==> config.mk <==
export PLATFORM = sky130hd
export DESIGN_NAME = decode_pipe_flat
export DESIGN_NICKNAME = d
export VERILOG_FILES = /design/src/rtl/decode_pipe_if.sv /design/src/rtl/decode_pipe.sv /design/src/flat_wrapper.sv
export SDC_FILE = /design/constraint.sdc
export NUM_CORES = 1
export LEC_CHECK = 0
export BUFFER_PORTS_ARGS = -buffer_cell sky130_fd_sc_hd__buf_4
export CORE_MARGIN = 2
export CORE_UTILIZATION = 52
export CTS_BUF_LIST = sky130_fd_sc_hd__clkbuf_2
export CTS_CLUSTER_DIAMETER = 150
export CTS_CLUSTER_SIZE = 10
export DETAILED_ROUTE_END_ITERATION = 16
export HOLD_SLACK_MARGIN = 0.12
export PLACE_DENSITY = 0.87
export SETUP_SLACK_MARGIN = 0.5
export SLEW_MARGIN = 30
export SYNTH_ARGS = -nofsm -noshare
export SYNTH_HDL_FRONTEND = slang
export SYNTH_SLANG_ARGS = --single-unit
==> constraint.sdc <==
create_clock -name clk -period 2.08 [get_ports clk]
set_input_delay 0.208 -clock clk [delete_from_list [all_inputs] [get_ports clk]]
set_output_delay 0.208 -clock clk [all_outputs]
set_load 0.005 [all_outputs]
==> src/rtl/decode_pipe_if.sv <==
// Fetch/EX control bundle for decode_pipe: fetch-side inputs and registered EX controls.
// The master modport drives the fetch side; the slave modport is decode_pipe.
interface decode_pipe_if #(
   parameter int CNT_W = 32
);
   logic [31:0]      instr_F;
   logic             valid_F;
   logic             br_taken_EX;
   logic             illegal_clr;
   logic             alusrc_EX;
   logic             regwrite_EX;
   logic [2:0]       regsel_EX;
   logic [3:0]       aluop_EX;
   logic             gpio_we_EX;
   logic [1:0]       pcsrc_EX;
   logic             stall_FETCH;
   logic             illegal_sticky;
   logic [CNT_W-1:0] retired_cnt;

   modport master (
      output instr_F, valid_F, br_taken_EX, illegal_clr,
      input  alusrc_EX, regwrite_EX, regsel_EX, aluop_EX, gpio_we_EX,
             pcsrc_EX, stall_FETCH, illegal_sticky, retired_cnt
   );

   modport slave (
      input  instr_F, valid_F, br_taken_EX, illegal_clr,
      output alusrc_EX, regwrite_EX, regsel_EX, aluop_EX, gpio_we_EX,
             pcsrc_EX, stall_FETCH, illegal_sticky, retired_cnt
   );
endinterface

==> src/rtl/decode_pipe.sv <==
// RV32 subset decoder with a FETCH->EX control register stage, redirect flush FSM,
// sticky illegal-instruction flag and retired-instruction counter.
module decode_pipe #(
   parameter int FLUSH_CYCLES = 1,
   parameter int EN_MUL       = 1,
   parameter int CNT_W        = 32
) (
   input logic          clk,
   input logic          rst_n,
   decode_pipe_if.slave bus
);
   typedef enum logic {ST_RUN, ST_FLUSH} state_t;

   state_t           r_state, w_state_nxt;
   logic [1:0]       r_cnt, w_cnt_nxt;

   logic [6:0]       w_opcode;
   logic [6:0]       w_funct7;
   logic [2:0]       w_funct3;
   logic             w_alusrc, w_regwrite, w_gpio_we, w_jump, w_branch, w_illegal;
   logic [2:0]       w_regsel;
   logic [3:0]       w_aluop;

   logic             r_alusrc, r_regwrite, r_gpio_we, r_jump, r_branch, r_valid;
   logic [2:0]       r_regsel;
   logic [3:0]       r_aluop;
   logic             r_illegal_sticky;
   logic [CNT_W-1:0] r_retired_cnt;

   logic             w_redirect, w_load, w_stall;
   logic [1:0]       w_pcsrc;
   logic             w_unused;

   assign w_opcode = bus.instr_F[6:0];
   assign w_funct3 = bus.instr_F[14:12];
   assign w_funct7 = bus.instr_F[31:25];
   assign w_unused = ^{bus.instr_F[24:15], bus.instr_F[11:7]};

   always_comb begin
      w_alusrc   = 1'b0;
      w_regwrite = 1'b0;
      w_regsel   = 3'd0;
      w_aluop    = 4'd0;
      w_gpio_we  = 1'b0;
      w_jump     = 1'b0;
      w_branch   = 1'b0;
      w_illegal  = 1'b0;
      case (w_opcode)
         7'b0110011: begin
            w_regwrite = 1'b1;
            w_regsel   = 3'd2;
            if (w_funct7 == 7'b0000000) begin
               case (w_funct3)
                  3'b000:  w_aluop = 4'b0011;
                  3'b111:  w_aluop = 4'b0000;
                  3'b110:  w_aluop = 4'b0001;
                  3'b100:  w_aluop = 4'b0010;
                  3'b001:  w_aluop = 4'b1000;
                  3'b101:  w_aluop = 4'b1001;
                  3'b010:  w_aluop = 4'b1100;
                  default: w_aluop = 4'b1101;
               endcase
            end else if (w_funct7 == 7'b0100000) begin
               case (w_funct3)
                  3'b000:  w_aluop   = 4'b0100;
                  3'b101:  w_aluop   = 4'b1010;
                  default: w_illegal = 1'b1;
               endcase
            end else if (w_funct7 == 7'b0000001 && EN_MUL != 0) begin
               case (w_funct3)
                  3'b000:  w_aluop   = 4'b0101;
                  3'b001:  w_aluop   = 4'b0110;
                  3'b011:  w_aluop   = 4'b0111;
                  default: w_illegal = 1'b1;
               endcase
            end else begin
               w_illegal = 1'b1;
            end
         end
         7'b0010011: begin
            w_regwrite = 1'b1;
            w_alusrc   = 1'b1;
            w_regsel   = 3'd2;
            case (w_funct3)
               3'b000:  w_aluop   = 4'b0011;
               3'b111:  w_aluop   = 4'b0000;
               3'b110:  w_aluop   = 4'b0001;
               3'b100:  w_aluop   = 4'b0010;
               3'b001:  w_aluop   = 4'b1000;
               3'b101:  w_aluop   = bus.instr_F[30] ? 4'b1010 : 4'b1001;
               default: w_illegal = 1'b1;
            endcase
         end
         7'b0110111: begin
            w_regwrite = 1'b1;
            w_regsel   = 3'd1;
         end
         7'b1101111: begin
            w_regwrite = 1'b1;
            w_regsel   = 3'd3;
            w_jump     = 1'b1;
         end
         7'b1110011: begin
            if (w_funct3 == 3'b001) begin
               w_gpio_we  = 1'b1;
               w_regwrite = 1'b1;
            end else begin
               w_illegal = 1'b1;
            end
         end
         7'b1100011: begin
            w_branch = 1'b1;
            case (w_funct3)
               3'b000, 3'b001: w_aluop   = 4'b0100;
               3'b100, 3'b101: w_aluop   = 4'b1100;
               3'b110, 3'b111: w_aluop   = 4'b1101;
               default:        w_illegal = 1'b1;
            endcase
         end
         default: w_illegal = 1'b1;
      endcase
      // an undecodable encoding must not leak partial controls into EX
      if (w_illegal) begin
         w_alusrc   = 1'b0;
         w_regwrite = 1'b0;
         w_regsel   = 3'd0;
         w_aluop    = 4'd0;
         w_gpio_we  = 1'b0;
         w_jump     = 1'b0;
         w_branch   = 1'b0;
      end
   end

   assign w_redirect = r_jump | (r_branch & bus.br_taken_EX);

   always_ff @(posedge clk) begin
      if (!rst_n) begin
         r_state <= ST_RUN;
         r_cnt   <= 2'd0;
      end else begin
         r_state <= w_state_nxt;
         r_cnt   <= w_cnt_nxt;
      end
   end

   always_comb begin
      w_state_nxt = r_state;
      w_cnt_nxt   = r_cnt;
      case (r_state)
         ST_RUN: begin
            if (w_redirect && FLUSH_CYCLES > 1) begin
               w_state_nxt = ST_FLUSH;
               w_cnt_nxt   = 2'(FLUSH_CYCLES - 1);
            end
         end
         ST_FLUSH: begin
            w_cnt_nxt = r_cnt - 2'd1;
            if (r_cnt == 2'd1) w_state_nxt = ST_RUN;
         end
         default: w_state_nxt = ST_RUN;
      endcase
   end

   always_comb begin
      w_stall = w_redirect | (r_state == ST_FLUSH);
      w_load  = (r_state == ST_RUN) & bus.valid_F & ~w_redirect;
      w_pcsrc = 2'd0;
      if (r_jump)                            w_pcsrc = 2'd1;
      else if (r_branch && bus.br_taken_EX)  w_pcsrc = 2'd2;
   end

   always_ff @(posedge clk) begin
      if (!rst_n || !w_load) begin
         r_alusrc   <= 1'b0;
         r_regwrite <= 1'b0;
         r_regsel   <= 3'd0;
         r_aluop    <= 4'd0;
         r_gpio_we  <= 1'b0;
         r_jump     <= 1'b0;
         r_branch   <= 1'b0;
         r_valid    <= 1'b0;
      end else begin
         r_alusrc   <= w_alusrc;
         r_regwrite <= w_regwrite;
         r_regsel   <= w_regsel;
         r_aluop    <= w_aluop;
         r_gpio_we  <= w_gpio_we;
         r_jump     <= w_jump;
         r_branch   <= w_branch;
         r_valid    <= 1'b1;
      end
   end

   // set has priority over clear; squashed instructions never reach w_load
   always_ff @(posedge clk) begin
      if (!rst_n) r_illegal_sticky <= 1'b0;
      else        r_illegal_sticky <= (w_load & w_illegal) | (r_illegal_sticky & ~bus.illegal_clr);
   end

   always_ff @(posedge clk) begin
      if (!rst_n) r_retired_cnt <= '0;
      else        r_retired_cnt <= r_retired_cnt + CNT_W'(r_valid);
   end

   assign bus.alusrc_EX      = r_alusrc;
   assign bus.regwrite_EX    = r_regwrite;
   assign bus.regsel_EX      = r_regsel;
   assign bus.aluop_EX       = r_aluop;
   assign bus.gpio_we_EX     = r_gpio_we;
   assign bus.pcsrc_EX       = w_pcsrc;
   assign bus.stall_FETCH    = w_stall;
   assign bus.illegal_sticky = r_illegal_sticky;
   assign bus.retired_cnt    = r_retired_cnt;
endmodule

==> src/flat_wrapper.sv <==
// flat-port wrapper written by rule: the top's interface ports become plain ports
module decode_pipe_flat 
#(
   parameter int FLUSH_CYCLES = 1,
   parameter int EN_MUL       = 1,
   parameter int CNT_W        = 32
)
  (clk, rst_n, bus_instr_F, bus_valid_F, bus_br_taken_EX, bus_illegal_clr, bus_alusrc_EX, bus_regwrite_EX, bus_regsel_EX, bus_aluop_EX, bus_gpio_we_EX, bus_pcsrc_EX, bus_stall_FETCH, bus_illegal_sticky, bus_retired_cnt);
  decode_pipe_if #(.CNT_W(CNT_W)) bus_i ();
  input logic clk;
  input logic rst_n;
  input wire logic [$bits(bus_i.instr_F)-1:0] bus_instr_F;
  input wire logic [$bits(bus_i.valid_F)-1:0] bus_valid_F;
  input wire logic [$bits(bus_i.br_taken_EX)-1:0] bus_br_taken_EX;
  input wire logic [$bits(bus_i.illegal_clr)-1:0] bus_illegal_clr;
  output wire logic [$bits(bus_i.alusrc_EX)-1:0] bus_alusrc_EX;
  output wire logic [$bits(bus_i.regwrite_EX)-1:0] bus_regwrite_EX;
  output wire logic [$bits(bus_i.regsel_EX)-1:0] bus_regsel_EX;
  output wire logic [$bits(bus_i.aluop_EX)-1:0] bus_aluop_EX;
  output wire logic [$bits(bus_i.gpio_we_EX)-1:0] bus_gpio_we_EX;
  output wire logic [$bits(bus_i.pcsrc_EX)-1:0] bus_pcsrc_EX;
  output wire logic [$bits(bus_i.stall_FETCH)-1:0] bus_stall_FETCH;
  output wire logic [$bits(bus_i.illegal_sticky)-1:0] bus_illegal_sticky;
  output wire logic [$bits(bus_i.retired_cnt)-1:0] bus_retired_cnt;
  assign bus_i.instr_F = bus_instr_F;
  assign bus_i.valid_F = bus_valid_F;
  assign bus_i.br_taken_EX = bus_br_taken_EX;
  assign bus_i.illegal_clr = bus_illegal_clr;
  assign bus_alusrc_EX = bus_i.alusrc_EX;
  assign bus_regwrite_EX = bus_i.regwrite_EX;
  assign bus_regsel_EX = bus_i.regsel_EX;
  assign bus_aluop_EX = bus_i.aluop_EX;
  assign bus_gpio_we_EX = bus_i.gpio_we_EX;
  assign bus_pcsrc_EX = bus_i.pcsrc_EX;
  assign bus_stall_FETCH = bus_i.stall_FETCH;
  assign bus_illegal_sticky = bus_i.illegal_sticky;
  assign bus_retired_cnt = bus_i.retired_cnt;
  decode_pipe #(.FLUSH_CYCLES(FLUSH_CYCLES), .EN_MUL(EN_MUL), .CNT_W(CNT_W)) u_core (.clk(clk), .rst_n(rst_n), .bus(bus_i));
endmodule
==> results of run 1 <==
repair_timing:
action	in CTS	in global routing
hold buffers	6	4
resized for setup	23	20
setup buffers	15	2
endpoints found under the setup margin	21	31
pin swaps	18	10
endpoints found under the hold margin	6	3
logic make-up (layout without fill, tap and decap cells):
kind of cell	Yosys count	in the layout	synth area share [%]
flip-flops	48	48	38.9
adder cells (fa/ha/maj)	3	3	1.52
buffers and inverters	21	113	3.55
multiplexers	3	3	1.22
AO/OA/AOI/OAI	29	29	8.37
other	1	1	0.152
AND/OR/NAND/NOR	141	141	34.9
XOR/XNOR	32	32	11.4
per-stage QoR:
stage	area (µm²)	hold slack (ns)
4_1_cts	3410	0.124
5_1_grt	3550	0.123
2_1_floorplan	2560	0.302
6_report	3550	0.164
3_3_place_gp	3090	0.390
3_5_place_dp	3090	0.389
cell usage after synthesis, drive strengths merged, types with 2 or more instances:
cell      n
dfxtp    48
and2     35
xnor2    21
nand2    19
nor2     19
nand3    16
xor2     11
clkbuf   10
nand4    10
inv       8
a21oi     6
and3      5
nor2b     5
nor3      5
nor3b     5
nor4      5
o21ai     5
nand2b    4
a32oi     3
buf       3
ha        3
mux2i     3
nand3b    3
a211oi    2
and3b     2
and4      2
o2111ai   2
o22ai     2
worst max-delay path by stage:
| stage | startpoint | end | slack, ns | depth (start not counted) |
|---|---|---|---|---|
| floorplan | u_core.bus.retired_cnt[0]$_SDFF_PN0_ | u_core.bus.retired_cnt[26]$_SDFF_PN0_ | 0.42 | 7 |
| global placement | u_core.r_valid$_DFF_P_ | u_core.bus.retired_cnt[26]$_SDFF_PN0_ | 0.27 | 7 |
| detailed placement | u_core.r_valid$_DFF_P_ | u_core.bus.retired_cnt[24]$_SDFF_PN0_ | 0.22 | 7 |
| CTS | u_core.bus.retired_cnt[0]$_SDFF_PN0_ | u_core.bus.retired_cnt[13]$_SDFF_PN0_ | 0.41 | 6 |
| global route | u_core.bus.retired_cnt[0]$_SDFF_PN0_ | u_core.bus.retired_cnt[22]$_SDFF_PN0_ | 0.21 | 8 |
| finish | u_core.bus.retired_cnt[0]$_SDFF_PN0_ | u_core.bus.retired_cnt[22]$_SDFF_PN0_ | 0.33 | 8 |
metal layers:
| metal | wire length, µm | global-route usage (%) | share of wire [%] | up-vias |
|---|---|---|---|---|
| met4 | 176 | 9.67 | 2.7 | 0 |
| met3 | 310 | 3.87 | 4.8 | 15 |
| li1 | - | - | - | 1146 |
| met1 | 2550 | 25.3 | 40 | 1098 |
| met5 | 0 | 0 | 0 | - |
| met2 | 3410 | 43.1 | 53 | 94 |
layout make-up:
cell class | count | area, µm² | share of cell area (%)
clock inverters | 2 | 35.0 | 0.987
repair buffers | 97 | 764 | 21.5
inverters | 8 | 30.0 | 0.846
flip-flops and latches | 48 | 1000 | 28.3
well taps | 54 | 67.6 | 1.90
clock buffers | 6 | 30.0 | 0.846
multi-input cells | 209 | 1620 | 45.6
worst max-delay path, stage by stage (launching register included):
cell	delay [ns]
dfxtp_2	0.40
ha_4	0.17
ha_4	0.15
nand2_4	0.07
nor4_4	0.24
buf_4	0.20
nor3b_4	0.18
xor2_1	0.16
and2_1	0.14
where the power goes:
group	internal (W)	switching, W	total [W]
Clock	0.000206	0.000296	0.000503
Sequential	0.000918	0.00000506	0.000923
Combinational	0.0000751	0.0000724	0.000147
registers in the layout, indices dropped and copies added (netlist names):
name and flops:
u_core.bus.aluop_EX 4, u_core.bus.alusrc_EX 1, u_core.bus.gpio_we_EX 1, u_core.bus.illegal_sticky 1, u_core.bus.regsel_EX 2, u_core.bus.regwrite_EX 1
u_core.bus.retired_cnt 32, u_core.r_branch 1, u_core.r_cnt 2, u_core.r_jump 1, u_core.r_state 1, u_core.r_valid 1
layout by cell type, fill, tap and decap left out, drive strengths merged, types with 2 or more instances in the layout:
| cell type | synthesis | layout |
|---|---|---|
| nor2 | 19 | 19 |
| nor4 | 5 | 5 |
| inv | 8 | 8 |
| nand3b | 3 | 3 |
| and3 | 5 | 5 |
| a211oi | 2 | 2 |
| xnor2 | 21 | 21 |
| ha | 3 | 3 |
| nor3b | 5 | 5 |
| mux2i | 3 | 3 |
| o2111ai | 2 | 2 |
| nor2b | 5 | 5 |
| nand3 | 16 | 16 |
| dlygate4sd3 | 0 | 10 |
| dfxtp | 48 | 48 |
| nand4 | 10 | 10 |
| a32oi | 3 | 3 |
| nand2 | 19 | 19 |
| xor2 | 11 | 11 |
| and3b | 2 | 2 |
| nand2b | 4 | 4 |
| a21oi | 6 | 6 |
| clkbuf | 10 | 6 |
| and4 | 2 | 2 |
| o22ai | 2 | 2 |
| nor3 | 5 | 5 |
| and2 | 35 | 35 |
| o21ai | 5 | 5 |
| buf | 3 | 87 |
==> summary.md, run 1 <==
| Metric | Value |
|---|---|
| Crit Path Max Fanout | 4 |
| Routed WL | 6.45 mm |
| CTS tree | built |
| Worst R2R Start | u_core.bus.retired_cnt[0]$_SDFF_PN0_ |
| Sequential share of the synthesized area | 38.9% |
| Post-synth EDFFs | 0 |
| Worst-case reg-to-reg path depth | 8 |
| Post-synth top flop | dfxtp_1 |
| Final Core Density | 76.2% |
| Share of layout cells above drive strength 1 | 39.7% |
| Final setup vio count | 0 |
| Worst Path Arrival | 2.14 ns |
| Synthesized area per cell | 8.88 µm² |
| Clock buffer depth | 2 |
| Worst Hold Depth | 3 |
| Hpwl dp | 3.99 mm |
| Asr flop ratio synth | 0% |
| WL per Instance | 15.2 µm |
| Post-Syn Instances | 278 |
| Ratio of final minimum period to clock period | 84.1% |
| DRT Pass-1 Iters | 4 |
| Total GRT Usage | 23.0% |
| Top cells by area, synth | dfxtp_1 (39%), and2_1 (8.9%), xnor2_1 (7.5%), xor2_1 (3.9%), nand3_1 (3.2%) |
| Routability cong. | 0.907 |
| Synth cell types | 50 |
| First-pass GRT wire length | 9.57 mm |
| Placement row count | 25 |
| Antenna violations before repair | 0 |
| Setup TNS | 0 ns |
| Final Instance Count excl. Fillers | 424 |
| Place WS | 0.219 ns |
| Final Max Slew Viols | 0 |
| Max Fclk | 572 MHz |
| Seq cells post-synth | 48 |
| Startpoint Class | flop |
| Total of warnings raised by yosys | 0 |
| CTS H-tree lvls | 2 |
| Chip width | 72.9 µm |
| Max-cap violation count | 0 |
| Final hold viol count | 0 |
| Critical Path RT | 2.47 ns |
| Vias in the first global route | 2215 |
| Top cell type's share of synthesized area | 38.9% |
| Clock-pin slew on the worst setup and hold paths | 0.23 ns |
| Synthesis-to-finish area growth | 43.9% |
| Die ar. | 5310 µm² |
| Static Leak | 1.67 nW |
| Die Ht | 72.9 µm |
| Kind of critical path | reg -> reg |
| Avg Vias per Cell | 5.55 |
| Total gr overflow | 0 |
| Buffers added on ports | 66 |
| Dpl cells | 389 |
| VDD IR max | 275 µV |
| Antenna cells | 0 |
| Post-Syn Nets | 318 |
| RSZ-0062 raised after global routing | true |
| FILL cells | 318 |
| CTS root buf | clkbuf_2 |
| Largest net degree at the start of global routing | 37 |
| Total power | 0.00157 W |
| Outcome | finished clean |
| CP Capture Type | flop |
| # IOs | 83 |
| Skew final | 0.0101 ns |
| Hold crit path type | in -> reg |
| Hold Crit Start | bus_instr_F[2] |
| Initial Util | 52.9% |
| Clock Latency Late Sink | 0.43 ns |
| Final WS setup | 0.331 ns |
| Starting DRC count in detailed routing | 121 |
| Post-layout min period | 1.75 ns |
| Nets@finish | 409 |
| # clock sinks | 48 |
| Num CTS Buffers | 5 |
| DRC Markers | 0 |
| Core Box Area | 4660 µm² |
| Hold EP | u_core.bus.regsel_EX[0]$_SDFF_PP0_ |
| Post-Syn Area | 2470 µm² |
| Flop2flop setup slack | 0.33 ns |
| Via count | 2353 |
| Reg2reg end | u_core.bus.retired_cnt[22]$_SDFF_PN0_ |
| Post-route ant nets | 0 |
| Post-synth top area cell | dfxtp_1 |
| Power Dens Cells | 443 nW/µm² |
No activity file was read; power rests on OpenSTA's default activity.
==> run 2, diff against run 1 <==
- CORE_UTILIZATION: 52 -> 47
- PLACE_DENSITY: 0.87 -> 0.83
- clock period: 2.08 -> 1.5 ns (I/O delays scaled with it)
==> run 2 against run 1 <==
The flow now finishes with violations (negative setup slack). Worst hold slack worse by 0.13 ns. Maximum frequency shrank 12%. Non-clock buffer count increased by 67. Critical path depth unchanged. Register-to-register slack worse by 0.81 ns. Sequential share of layout area decreased by 6.3 points. Combinational power rose by 110%.
==> summary.md, run 2 (same netlist as run 1, synthesis figures left out) <==
| Metric | Value |
|---|---|
| Power Dens Cells | 498 nW/µm² (+12%) |
| CTS Hold Bufs | 9 (+3) |
| Total gr overflow | 0 (unchanged) |
| Die ar. | 5850 µm² (+10%) |
| CP Capture Type | flop |
| Chip width | 76.5 µm (+4.9%) |
| # IOs | 83 (unchanged) |
| Hold crit path type | in -> reg |
| DRC Markers | 0 (unchanged) |
| Total power | 0.00236 W (+50%) |
| Clock-pin slew on the worst setup and hold paths | 0.31 ns (+0.08 ns) |
| Post-layout min period | 1.98 ns (+0.229 ns) |
| Routed WL | 13.0 mm (+100%) |
| Synthesis-to-finish area growth | 92.4% |
| Final Instance Count excl. Fillers | 507 (+20%) |
| Worst Hold Depth | 4 (+1) |
| Antenna violations before repair | 0 (unchanged) |
| CTS root buf | clkbuf_2 |
| Final Max Slew Viols | 0 (unchanged) |
| Dpl cells | 458 (+18%) |
| WL per Instance | 25.7 µm (+69%) |
| Placement row count | 26 (+4.0%) |
| CTS tree | built |
| Commonest non-fill, non-tap cell in the layout | buf_6 |
| Skew final | 0.0359 ns (+0.0258 ns) |
| Final WS setup | -0.477 ns (-0.809 ns) |
| Die Ht | 76.5 µm (+4.9%) |
| Min Hold Slack | 0.0356 ns (-0.128 ns) |
| Outcome | finished, violations left |
| Share of layout cells above drive strength 1 | 66.1% (+26 points) |
| Antenna cells | 0 (unchanged) |
| Critical Path RT | 1.90 ns (-0.57 ns) |
| RSZ-0062 raised after global routing | true |
| Routability cong. | 0.855 (-5.8%) |
| CTS H-tree lvls | 2 (unchanged) |
| Most frequent cells in the layout | buf_6 (82), buf_4 (72), dfxtp_2 (39) |
| Clock buffer depth | 2 (unchanged) |
| VDD IR max | 459 µV (+67%) |
| Clock Latency Late Sink | 0.48 ns (+0.05 ns) |
| Failing checks | negative setup slack |
| DRT Pass-1 Iters | 6 (+2) |
| Final hold viol count | 0 (unchanged) |
| Avg Vias per Cell | 6.33 (+14%) |
| Kind of critical path | reg -> reg |
| First-pass GRT wire length | 15.0 mm (+57%) |
| Hold Crit Start | bus_valid_F |
| Hold EP | u_core.r_valid$_DFF_P_ |
| Place WS | -0.204 ns (-0.424 ns) |
| Crit Path Max Fanout | 7 (+3) |
| Reg2reg end | u_core.bus.retired_cnt[26]$_SDFF_PN0_ |
| Highest metal used | met4 |
| Hpwl dp | 4.79 mm (+20%) |
| Max FFs per register | 32 (unchanged) |
| Vias in the first global route | 2931 (+32%) |
| # clock sinks | 48 (unchanged) |
| Initial Util | 48.6% (-4.3 points) |
| Starting DRC count in detailed routing | 351 (+190%) |
| Buffers added on ports | 66 (unchanged) |
| Core Box Area | 5070 µm² (+8.9%) |
| Final Core Density | 93.5% (+17 points) |
| Worst R2R Start | u_core.bus.retired_cnt[0]$_SDFF_PN0_ |
| Met1 Wirelength | 4.63 mm (+81%) |
| Worst Path Arrival | 2.38 ns (+0.24 ns) |
| Flop2flop setup slack | -0.48 ns (-0.81 ns) |
| Max-cap violation count | 0 (unchanged) |
| Via count | 3211 (+36%) |
| Worst-case reg-to-reg path depth | 8 (unchanged) |
| Max Fclk | 506 MHz (-12%) |
| Post-route ant nets | 0 (unchanged) |
| Final setup vio count | 30 (+30) |
| Met2 wire len | 6.15 mm (+80%) |
| Total GRT Usage | 32.4% (+9.3 points) |
| Ratio of final minimum period to clock period | 132% (+48 points) |
| Nets@finish | 476 (+16%) |
| Static Leak | 2.15 nW (+29%) |
| Startpoint Class | flop |
| Met3 wire len | 1.21 mm (+290%) |
| Largest net degree at the start of global routing | 37 (unchanged) |
| Num CTS Buffers | 5 (unchanged) |
[run 2: power by group]
group          switching [W]  leakage (nW)  internal (W)
clock network       0.000493        0.0406      0.000280
logic               0.000164          1.69      0.000148
registers         0.00000835         0.414       0.00127
[run 2: final cells by class]
cell class	instances	area [µm²]
Timing Repair Buffer	164	1570
Clock inverter	3	42.5
Fill cell	144	328
Tap cell	70	87.6
Clock buffer	5	25.0
Inverter	8	30.0
Multi-Input combinational cell	209	1940
Sequential cell	48	1040
[run 2: timing repair]
item                       in CTS  in global routing
pin swaps                      19                 23
gates resized for setup       128                 71
hold endpoints to repair       10                  4
setup endpoints to repair      87                 89
setup buffers                  20                 12
[run 2: critical path, cell delays in order, from the launching register on]
cell	delay (ns)
dfxtp_2	0.44
ha_4	0.17
ha_4	0.15
nand2_4	0.06
nor4_4	0.28
buf_6	0.18
nor4b_4	0.23
xor2_1	0.21
and2_1	0.18
[run 2: worst max-delay path by stage]
stage,start,endpoint,depth (start not counted)
floorplan,u_core.bus.retired_cnt[0]$_SDFF_PN0_,u_core.bus.retired_cnt[26]$_SDFF_PN0_,7
global placement,u_core.r_valid$_DFF_P_,u_core.bus.retired_cnt[26]$_SDFF_PN0_,8
detailed placement,u_core.r_valid$_DFF_P_,u_core.bus.retired_cnt[26]$_SDFF_PN0_,8
CTS,u_core.bus.retired_cnt[5]$_SDFF_PN0_,u_core.bus.retired_cnt[26]$_SDFF_PN0_,7
global route,u_core.bus.retired_cnt[5]$_SDFF_PN0_,u_core.bus.retired_cnt[26]$_SDFF_PN0_,7
finish,u_core.bus.retired_cnt[0]$_SDFF_PN0_,u_core.bus.retired_cnt[26]$_SDFF_PN0_,8
[run 2: routing by layer]
layer	GRT usage [%]	up-vias
met1	34.0	1515
li1	-	1285
met5	0	-
met4	19.6	0
met3	6.40	102
met2	59.1	309
[run 2: stage by stage]
stage	setup TNS (ns)	cell area, µm²
finish	-7.44	4750
global route	-7.87	4750
CTS	-2.26	4330
detailed placement	-2.55	3580
global placement	-1.45	3580
floorplan	-1.26	2630
==> run 3, diff against run 2 <==
==> constraint.sdc (replaced) <==
create_clock -name clk -period 1.5 [get_ports clk]
set_input_delay 0.075 -clock clk [delete_from_list [all_inputs] [get_ports clk]]
set_output_delay 0.075 -clock clk [all_outputs]
set_load 0.005 [all_outputs]
==> run 3 against run 2 <==
The flow finishes with violations (negative hold slack, negative setup slack). Clock skew rose by 0.018 ns. Count of clock-buffer cells in the layout rose by 1. Final area fell by 0.66%. Worst hold slack got worse by 0.072 ns. Power fell by 1.2%. Non-clock buffer count rose by 1. Combinational power fell by 5%. Sequential share of layout area rose by 0.33 points. Clock power barely moved. Critical path type unchanged. Critical endpoint is now u_core.bus.retired_cnt[25]$_SDFF_PN0_. Largest cell class unchanged.
==> summary.md, run 3 (same netlist as run 1, synthesis figures left out) <==
| Metric | Value |
|---|---|
| Outcome | finished, violations left |
| Failing checks | negative hold slack, negative setup slack |
| Antenna cells | 0 (unchanged) |
| Max FFs per register | 32 (unchanged) |
| Skew final | 0.0540 ns (+0.0180 ns) |
| Net Switching | 0.000650 W (-2.2%) |
| Flop2flop setup slack | -0.54 ns (-0.06 ns) |
| CTS H-tree lvls | 2 (unchanged) |
| Most frequent cells in the layout | buf_4 (80), buf_6 (77), and2_1 (35) |
| # clock sinks | 48 (unchanged) |
| Min Hold Slack | -0.0365 ns (-0.0721 ns) |
| Share of layout cells above drive strength 1 | 63.9% (-2.2 points) |
| FILL cells | 148 (+2.8%) |
| Crit path to | u_core.bus.retired_cnt[25]$_SDFF_PN0_ |
| Power Dens Cells | 495 nW/µm² (-0.56%) |
| CP Capture Type | flop |
| Worst setup startpoint | u_core.r_valid$_DFF_P_ |
| Flop pwr share | 54.4% (+0.3 points) |
| Vias in the first global route | 2916 (-0.51%) |
| Sw frac | 27.9% (-0.28 points) |
| Worst R2R Start | u_core.r_valid$_DFF_P_ |
| Kind of critical path | reg -> reg |
| Ratio of final minimum period to clock period | 136% (+4.1 points) |
| VDD IR max | 805 µV (+76%) |
| DRT Pass-1 Iters | 5 (-1) |
| Buffers added on ports | 66 (unchanged) |
| Static Leak | 2.17 nW (+1.1%) |
| Final WS setup | -0.538 ns (-0.0609 ns) |
| Hold crit path type | in -> reg |
| Num CTS Buffers | 5 (unchanged) |
| Final setup vio count | 39 (+30%) |
| Core Box Area | 5070 µm² (unchanged) |
| Starting DRC count in detailed routing | 360 (+2.6%) |
| Die Ht | 76.5 µm (unchanged) |
| First-pass GRT wire length | 15.5 mm (+3.5%) |
| Final Instance Count excl. Fillers | 508 (+0.20%) |
| Final Core Density | 92.9% (-0.62 points) |
| Critical Path RT | 1.90 ns (about the same) |
| CTS Hold Bufs | 7 (-2) |
| # IOs | 83 (unchanged) |
| Avg Vias per Cell | 6.33 (about the same) |
| Nets@finish | 477 (+0.21%) |
| Initial Util | 48.6% (unchanged) |
| Crit Path Max Fanout | 4 (-3) |
| Via count | 3218 (+0.22%) |
| Reg area | 1050 µm² (+0.84%) |
| Reg2reg end | u_core.bus.retired_cnt[25]$_SDFF_PN0_ |
| Internal power | 0.00168 W (-0.83%) |
| Routed WL | 13.4 mm (+2.7%) |
| Clock Latency Late Sink | 0.49 ns (about the same) |
| RSZ-0062 raised after global routing | true |
| CTS tree | built |
| Worst slew pin tran | 0.578 ns |
| Antenna violations before repair | 0 (unchanged) |
| Hpwl dp | 4.87 mm (+1.8%) |
| Clock network fraction of design power | 33.0% (+0.3 points) |
| WL per Instance | 26.4 µm (+2.5%) |
| Total gr overflow | 0 (unchanged) |
| Clock-pin slew on the worst setup and hold paths | 0.31 ns (about the same) |
| Total GRT Usage | 33.6% (+1.3 points) |
| Commonest non-fill, non-tap cell in the layout | buf_4 |
| Chip width | 76.5 µm (unchanged) |
| Placement row count | 26 (unchanged) |
| Die ar. | 5850 µm² (unchanged) |
| Largest net degree at the start of global routing | 37 (unchanged) |
| Final Max Slew Viols | 0 (unchanged) |
| Clock buffer depth | 2 (unchanged) |
| Post-route ant nets | 0 (unchanged) |
| DRC Markers | 0 (unchanged) |
| Routability cong. | 0.876 (+2.4%) |
| Dpl cells | 456 (-0.44%) |
| Synthesis-to-finish area growth | 91.1% |
| Max-cap violation count | 0 (unchanged) |
| Startpoint Class | flop |
| Combinational share of power | 12.6% (-0.6 points) |
| Max Fclk | 491 MHz (-3.0%) |
| Worst Path Arrival | 2.43 ns (+0.05 ns) |
| Slew HR | 61.2% |
| Final hold viol count | 3 (+3) |
| Footprint of the multi-input gates | 1920 µm² (-1.4%) |
| CTS root buf | clkbuf_2 |
| Worst-case reg-to-reg path depth | 6 (-2) |
| Post-layout min period | 2.04 ns (+0.0609 ns) |
[run 3: cell types whose count changed in the layout (fill, tap and decap cells not counted), moves of 3 or more]
cell and change:
dlygate4sd3_1 -4, buf_4 +8, nor2_2 -3, dfxtp_2 -11, dfxtp_1 +5, nand2_1 +3, nand2_2 -3, buf_6 -5
dfxtp_4 +6
[run 3: timing repair]
item	4_1_cts	5_1_grt
hold endpoints to repair	12	6
buffers inserted	20	17
setup endpoints to repair	81	89
pin swaps	28	23
resized for setup	128	65
[run 3: worst min path at each step]
stage	startpoint	end	slack, ns	depth (start not counted)
floorplan	bus_illegal_clr	u_core.bus.illegal_sticky$_SDFF_PN0_	0.17	1
global placement	bus_illegal_clr	u_core.bus.illegal_sticky$_SDFF_PN0_	0.26	2
detailed placement	bus_illegal_clr	u_core.bus.illegal_sticky$_SDFF_PN0_	0.26	2
CTS	bus_instr_F[5]	u_core.bus.alusrc_EX$_SDFF_PP0_	-0.04	3
global route	bus_instr_F[5]	u_core.bus.alusrc_EX$_SDFF_PP0_	-0.01	3
finish	bus_instr_F[5]	u_core.bus.alusrc_EX$_SDFF_PP0_	-0.04	3
[run 3: metal layers]
metal	vias up	GRT usage (%)	wire length [µm]
li1	1280	-	-
met1	1523	37.8	4710
met2	318	60.0	6310
met3	97	4.98	1290
met4	0	20.0	1070
met5	-	0	0
[run 3: power groups by stage]
stage	registers, W	clock network, W	logic [W]
finish	0.00127	0.000771	0.000295
global route	0.00127	0.000790	0.000306
CTS	0.00128	0.000708	0.000237
detailed placement	0.00131	0	0.000209
global placement	0.00131	0	0.000204
floorplan	0.00131	0	0.000108
[run 3: worst max-delay path, stage by stage (launching register included)]
cell and delay [ns]:
dfxtp_2 0.44, ha_4 0.19, nand3_4 0.10, or4_4 0.51, nor3_2 0.25, xnor2_1 0.21
and2_1 0.25
[run 3: layout make-up]
cell class	count	area share (%)
inverters	8	0.637
repair buffers	165	33.1
flip-flops and latches	48	22.3
clock inverters	2	0.743
well taps	70	1.86
multi-input cells	209	40.7
clock buffers	6	0.637
[run 3: per-stage QoR]
step / instance area (µm²) / TNS, ns / power, W / worst slack, ns
4_1_cts: 4290 / -1.89 / 0.00222 / -0.163
6_report: 4720 / -8.20 / 0.00233 / -0.538
2_1_floorplan: 2630 / -1.26 / 0.00142 / -0.165
3_3_place_gp: 3560 / -1.41 / 0.00151 / -0.139
5_1_grt: 4720 / -8.53 / 0.00237 / -0.488
3_5_place_dp: 3560 / -2.26 / 0.00152 / -0.202
